===== src/rtl/sprite_angle_ctrl.sv =====
// Per-sprite heading register with frame-synchronous rotate/load and a
// sequenced quarter-wave ROM lookup producing signed Q1.16 sin/cos.
module sprite_angle_ctrl #(
   parameter int STEP      = 2,
   parameter int FRAME_DIV = 1
) (
   input  logic        clk,
   input  logic        reset,
   input  logic        frame_start,
   input  logic        rot_left,
   input  logic        rot_right,
   input  logic        load_angle,
   input  logic [7:0]  load_value,
   output logic [7:0]  angle,
   output logic [17:0] sin_val,
   output logic [17:0] cos_val,
   output logic        upd_done
);

   localparam int DW = (FRAME_DIV > 1) ? $clog2(FRAME_DIV) : 1;
   localparam logic [DW-1:0] DIV_RELOAD = DW'(FRAME_DIV - 1);
   localparam logic [7:0]    STEP_A     = 8'(STEP);
   localparam longint        PI_Q30     = 64'sd3373259426;
   localparam longint        MASK30     = 64'sh3FFF_FFFF;

   typedef enum logic [1:0] {IDLE, ADDR_SIN, ADDR_COS, CAPTURE} state_t;

   state_t        state_q, state_d;
   logic [7:0]    angle_q, angle_d;
   logic [7:0]    load_q, load_d;
   logic          pend_q, pend_d;
   logic [DW-1:0] div_q, div_d;
   logic          neg_q, neg_d;
   logic [17:0]   sin_tmp_q, sin_tmp_d;
   logic [17:0]   sin_q, sin_d;
   logic [17:0]   cos_q, cos_d;
   logic          upd_q, upd_d;

   logic [16:0]   rom [0:64];
   logic [16:0]   rom_q;
   logic [6:0]    rom_addr;
   logic [7:0]    cos_angle;
   logic [6:0]    sin_idx, cos_idx;

   // round(65536*sin(pi*k/128)) by Taylor series in Q60 fixed point; evaluated
   // only on constant arguments so the table folds to ROM contents.
   function automatic logic [16:0] qsin(input int k);
      longint x30, x2, term, sum, hi, lo;
      x30  = (longint'(k) * PI_Q30) >>> 7;
      x2   = (x30 * x30) >>> 30;
      term = (longint'(k) * PI_Q30) <<< 23;
      sum  = term;
      for (int n = 1; n <= 12; n++) begin
         hi   = term >>> 30;
         lo   = term & MASK30;
         term = (hi * x2 + ((lo * x2) >>> 30)) / longint'(4 * n * n + 2 * n);
         if ((n % 2) == 1) sum = sum - term;
         else              sum = sum + term;
      end
      return 17'((sum + 64'sd8796093022208) >>> 44);
   endfunction

   function automatic logic [6:0] fold_idx(input logic [7:0] a);
      return a[6] ? (7'd64 - {1'b0, a[5:0]}) : {1'b0, a[5:0]};
   endfunction

   function automatic logic [17:0] apply_sign(input logic neg, input logic [16:0] mag);
      return neg ? (18'd0 - {1'b0, mag}) : {1'b0, mag};
   endfunction

   for (genvar gi = 0; gi <= 64; gi++) begin : g_rom
      assign rom[gi] = qsin(gi);
   end

   always_ff @(posedge clk) begin
      rom_q <= rom[rom_addr];
   end

   assign cos_angle = angle_q + 8'd64;
   assign sin_idx   = fold_idx(angle_q);
   assign cos_idx   = fold_idx(cos_angle);

   always_comb begin
      state_d   = state_q;
      angle_d   = angle_q;
      load_d    = load_q;
      pend_d    = pend_q;
      div_d     = div_q;
      neg_d     = neg_q;
      sin_tmp_d = sin_tmp_q;
      sin_d     = sin_q;
      cos_d     = cos_q;
      upd_d     = 1'b0;
      rom_addr  = sin_idx;

      case (state_q)
         IDLE: begin
            if (frame_start) begin
               state_d = ADDR_SIN;
               if (pend_q) begin
                  angle_d = load_q;
                  pend_d  = 1'b0;
                  div_d   = '0;
               end else if (rot_left ^ rot_right) begin
                  if (div_q == '0) begin
                     angle_d = rot_left ? (angle_q + STEP_A) : (angle_q - STEP_A);
                     div_d   = DIV_RELOAD;
                  end else begin
                     div_d = div_q - DW'(1);
                  end
               end else begin
                  div_d = '0;
               end
            end
         end
         ADDR_SIN: begin
            rom_addr = sin_idx;
            neg_d    = angle_q[7];
            state_d  = ADDR_COS;
         end
         ADDR_COS: begin
            rom_addr  = cos_idx;
            sin_tmp_d = apply_sign(neg_q, rom_q);
            neg_d     = cos_angle[7];
            state_d   = CAPTURE;
         end
         CAPTURE: begin
            sin_d   = sin_tmp_q;
            cos_d   = apply_sign(neg_q, rom_q);
            upd_d   = 1'b1;
            state_d = IDLE;
         end
         default: state_d = IDLE;
      endcase

      // A load arriving with the consuming frame_start stays pending for the next frame.
      if (load_angle) begin
         load_d = load_value;
         pend_d = 1'b1;
      end
   end

   always_ff @(posedge clk or posedge reset) begin
      if (reset) begin
         state_q   <= IDLE;
         angle_q   <= 8'd0;
         load_q    <= 8'd0;
         pend_q    <= 1'b0;
         div_q     <= '0;
         neg_q     <= 1'b0;
         sin_tmp_q <= 18'd0;
         sin_q     <= 18'd0;
         cos_q     <= 18'd65536;
         upd_q     <= 1'b0;
      end else begin
         state_q   <= state_d;
         angle_q   <= angle_d;
         load_q    <= load_d;
         pend_q    <= pend_d;
         div_q     <= div_d;
         neg_q     <= neg_d;
         sin_tmp_q <= sin_tmp_d;
         sin_q     <= sin_d;
         cos_q     <= cos_d;
         upd_q     <= upd_d;
      end
   end

   assign angle    = angle_q;
   assign sin_val  = sin_q;
   assign cos_val  = cos_q;
   assign upd_done = upd_q;

endmodule


===== config.mk =====
export PLATFORM = sky130hd
export DESIGN_NAME = sprite_angle_ctrl
export DESIGN_NICKNAME = d
export VERILOG_FILES = /design/src/rtl/sprite_angle_ctrl.sv
export SDC_FILE = /design/constraint.sdc
export NUM_CORES = 1
export LEC_CHECK = 0
export CAP_MARGIN = 20
export CORE_MARGIN = 3
export CORE_UTILIZATION = 39
export DETAILED_ROUTE_END_ITERATION = 8
export GPL_TIMING_DRIVEN = 1
export PLACE_DENSITY = 0.57
export SLEW_MARGIN = 20
export SYNTH_ARGS = -nofsm -noshare
export SYNTH_HDL_FRONTEND = slang
export SYNTH_SLANG_ARGS = --single-unit

===== constraint.sdc =====
create_clock -name clk -period 3.4 [get_ports clk]
set_input_delay 0.68 -clock clk [delete_from_list [all_inputs] [get_ports clk]]
set_output_delay 0.68 -clock clk [all_outputs]
set_load 0.005 [all_outputs]

Yosys cells after proc, flatten, opt, wreduce, memory -nomap -nowiden:

Memory sizes are Yosys's and may differ from the RTL's. A register that Yosys moved wholly into a read port is not among the register bits.
Cells that the tools add are included.

* register bits: 76
* ROM bits: 2176
* input bits: 14
* output and inout port bits: 45
* logic and storage cells: 51
* memories: 1

Memory list
* (no name shown): depth 128, bits a word 17, read ports 1, clocked after Yosys merged registers in 1, write ports 0, line 76 `rom_q <= rom[rom_addr];`

* add/sub/neg operators: 7
* eq/ne operators: 5
* muxes and demuxes: 18
* bitwise operators: 2
* reduce and logical (&&, ||, !) cells: 8

Operator list (number)
* $mux 8: 4
* $mux 7: 3
* $mux 18: 1
* $sub 1x17->18 const A: 1
* $sub 7x6->7 const A: 2
* $add 8x2->8 const B: 1
* $add 8x7->8 const B: 1
* $not 7->8: 1
* $pmux 2 s4: 1
* $reduce_bool 2->1: 4
* $sub 8x2->8 const B: 1
* $mux 1: 7
* $eq 2x2->1 const B: 2
* $ne 2x2->1 const B: 2
* $reduce_and 2->1: 2
* $reduce_and 4->1: 1
* $eq 2x1->1 const B: 1
* $logic_not 2->1: 1
* $mux 2: 1
* $pmux 1 s2: 1
* $sub 1x1->1 const B: 1
* $xor 1x1->1: 1

Longest topological paths before layout:

* word-level depth: 5
* gate-level depth with buffers: 15
* mapped depth without buffers: 12

Worst setup path before layout:

Ideal clock, no wire load.

* path kind: register to register
* from: reg angle_q[0] (netlist: angle[0])
* to: reg rom_q[1]
* setup time: 79 ps
* arrival time: 2890 ps
* required time: 3321 ps
* slack: 431 ps
* cell stages (with the launch flop): 13
* path buffers: 2
* clock period less this slack: 2969 ps
* cells stage by stage: dfrtp_1 > clkbuf_1 > inv_2 > ha_1 > mux2_4 > inv_2 > ha_1 > clkbuf_1 > or4_1 > o211ai_1 > a31oi_1 > o2111a_1 > a211oi_2

* cells in the longest elaborated chain, start to end: 5
* elaborated cells on any way between the ends: 7
* those cells by class: add/sub (3); mux (3); bitwise (1)

Ends and longest elaborated chain
* start: declaration: line 29 `logic [7:0] angle_q, angle_d;`
* start signal: assignment: line 157 `angle_q <= angle_d;`
* $add 8x7->8: line 79 `assign cos_angle = angle_q + 8'd64;`
* $sub 7x6->7: line 64 `return a[6] ? (7'd64 - {1'b0, a[5:0]}) : {1'b0, a[5:0]};`
* $mux 7: line 64
* $mux 7 *: line 96 `case (state_q)`
* $not 7->8 (implied by the code) *: line 76
* end: declaration: line 40 `logic [16:0] rom_q;`

Every way passes the cells marked *; elsewhere a longest branch is shown, timed or not.
A chain may end at the register's enable or synchronous reset.

Worst setup path in the final report:

* from: reg state_q[0]
* to: reg rom_q[2]

* cells in the longest elaborated chain, start to end: 3

Ends and longest elaborated chain
* start: declaration: line 28 `state_t state_q, state_d;`
* start signal: assignment: line 156 `state_q <= state_d;`
* $eq 2x2->1: line 96
* $mux 7: line 96
* $not 7->8 (implied by the code): line 76

No other way between the ends.

==> impl_metrics.py <==
metrics = {
    "cells_and_area": {
        "final_nets": 748,
        "drive_gt1_frac": 0.162,
        "final_util": 0.484,
        "mostFrequentLayoutCells": "dfrtp_1, a21oi_1, clkdlybuf4s50_1",
        "multi_input_area_um2": 3420,
        "area_growth_syn_to_layout_pct": 19.4,
        "finish.instance_area_um2": 7160,
        "nFillCells": 1402,
        "layout_commonest_cell": "dfrtp_1",
        "antenna_cells": 0,
        "register_area_um2": 2220,
    },
    "grt": {
        "grt_usage": 0.238,
        "grt_start_max_net_pins": 54,
        "antenna_found_initial": 0,
        "grt_overflow_total": 0,
        "grt_pass1_wl_um": 30900,
        "grt_pass1_vias": 5367,
    },
    "critical_path": {
        "arrival_ns": 3.28,
        "start_kind": "flop",
        "end_kind": "flop",
        "critPathKind": "reg2reg",
        "critical_path_peak_fanout": 23,
        "cp.required_ns": 3.62,
    },
    "logic_synthesis": {
        "synth_fp_nets": 696,
        "ys_warn_count": 0,
        "synthXorXnorAreaFrac": 0.0348,
        "yosysTopAreaCellShare": 0.309,
        "syn_area_per_cell_um2": 9.12,
        "yosysTopAreaCell": "dfrtp_1",
        "synth_seq_cells": 92,
        "synth_compound_area_frac": 0.254,
        "seq_area_frac_synth": 0.370,
        "synth_top_flop_cell": "dfrtp_1",
        "async_reset_ff_frac": 0.815,
        "synthAdderAreaFrac": 0.0513,
        "synth_area_leaders": "dfrtp_1, mux2_2, dfxtp_1",
        "synth_edf_count": 0,
        "synth_simple_gate_area_frac": 0.159,
        "synth_cell_types": 84,
        "syn_inst": 658,
        "synth.area.mux_share": 0.0707,
        "syn_area_um2": 6000,
        "synth_top_family_by_area": "compound AO/OA/AOI/OAI gates",
    },
    "routing": {
        "avgViaCountPerCell": 6.27,
        "drt-initial-drc-count": 415,
        "drt-pass1-iter-count": 5,
        "avgRoutedWirePerCell_um": 22.0,
        "num_vias": 5638,
        "drt-total-wl_um": 19800,
        "ant_nets": 0,
        "drc": 0,
    },
    "timing": {
        "setup_slack_ns": 0.341,
        "finalHoldViolCount": 0,
        "worst_pin_slew_ns": 1.05,
        "fin_crit_sh": 0.900,
        "relSlewSlack": 0.297,
        "max_freq_mhz": 327,
        "finalMaxSlewViolations": 0,
        "skew_ns": 0.0123,
        "grt_setup_unrepaired": "false",
        "finalSetupTns_ns": 0,
        "min_period_ns": 3.06,
        "finalSetupViolCount": 0,
    },
    "placement": {
        "dp_slack_ns": 0.360,
        "port_buffers": 58,
        "place.gp.congestion": 0.944,
        "place_area_um2": 6860,
        "hpwl_um": 14500,
    },
    "floorplanning": {
        "die_w_um": 130,
        "ioPinCount": 59,
        "die-area_um2": 16900,
        "rows": 44,
        "core_um2": 14800,
        "die_y_um": 130,
        "start_util": 0.405,
    },
    "run": {
        "drv_cap": 0,
    },
    "hold_path": {
        "hold_path_class": "reg2reg",
    },
    "clocking": {
        "cts_tree": "built",
        "cts_hold_buf": 0,
        "post_cts_resize_count": 0,
        "cts_sinks": 92,
        "clk_latency_ns": 0.35,
        "path_clk_slew_ns": 0.08,
        "cts_root_buf": "clkbuf_16",
        "cts_made_buffers": 9,
        "clockBufferDepth": 2,
        "cts_setup_buffers": 0,
        "htreeDepth": 3,
    },
    "status": {
        "status": "finished clean",
    },
}
## per-layer routing
metal / vias up / track usage / part of all wire
met3: 72 / 0.0454 / 0.058
li1: 2562 / - / -
met5: - / 0 / 0
met2: 263 / 0.361 / 0.45
met4: 0 / 0.125 / 0.052
met1: 2741 / 0.322 / 0.44
## flip-flops by register name, indices dropped and copies added, names as in the netlist
register / flops
cos_val: 18
sin_tmp_q: 18
sin_val: 18
rom_q: 17
angle: 8
load_q: 8
state_q: 2
neg_q: 1
pend_q: 1
upd_done: 1
## path summary, 6_finish.rpt
kind                                          from                         to  slack [ns]  cells after the start
setup / recovery            state_q[0]$_DFFE_PP0P_        rom_q[2]$_SDFF_PP0_        0.34                     11
hold / removal             cos_val[16]$_DFFE_PP1P_    cos_val[16]$_DFFE_PP1P_        0.50                      2
setup reg to reg            state_q[0]$_DFFE_PP0P_        rom_q[2]$_SDFF_PP0_        0.34                     11
hold reg to reg            cos_val[16]$_DFFE_PP1P_    cos_val[16]$_DFFE_PP1P_        0.50                      2
max in group asynchronous                    reset    cos_val[16]$_DFFE_PP1P_        1.86                      3
min in group asynchronous                    reset  sin_tmp_q[13]$_DFFE_PP0P_        0.73                      2
## Yosys cell counts (all sizes together), types with 7 or more instances
master / n
ha: 23
mux2: 32
dfxtp: 17
nand4: 7
buf: 24
o21ai: 39
nor3: 16
a211oi: 11
a21oi: 63
nand2: 35
o211ai: 14
o31ai: 13
dfrtp: 74
nor2: 60
nand3: 21
a311oi: 7
xor2: 17
clkbuf: 35
or3: 11
inv: 20
## cell families after synthesis
| family | Yosys count |
|---|---|
| flops | 92 |
| mux | 38 |
| xor+xnor | 23 |
| simple gates | 182 |
| fa+ha+maj | 24 |
| buf+inv | 79 |
| compound gates | 220 |
## cell type report
| class | count | share of cell area |
|---|---|---|
| multi-input combinational | 487 | 0.477 |
| sequential | 92 | 0.310 |
| timing repair buffer | 100 | 0.129 |
| tap | 184 | 0.0321 |
| clock buffer | 9 | 0.0314 |
| inverter | 20 | 0.0105 |
| clock inverter | 7 | 0.0103 |
## worst max-delay path: stages (launching register included)
cell and delay [ns]:
dfrtp_1 0.38, inv_1 0.07, ha_1 0.26, xnor2_1 0.19, buf_4 0.28, nor3_2 0.08, buf_4 0.22, o21ai_0 0.66
a21boi_1 0.17, nor4_1 0.37, buf_4 0.19, nor4_2 0.04
## metrics by stage
stage,hold slack [ns],instances
finish,0.497,899
global route,0.512,899
CTS,0.499,899
detailed placement,0.487,883
global placement,0.483,883
floorplan,0.475,658
Power is not shown: default switching activity piles up to over one toggle a cycle in this logic, so the estimate is an artifact.
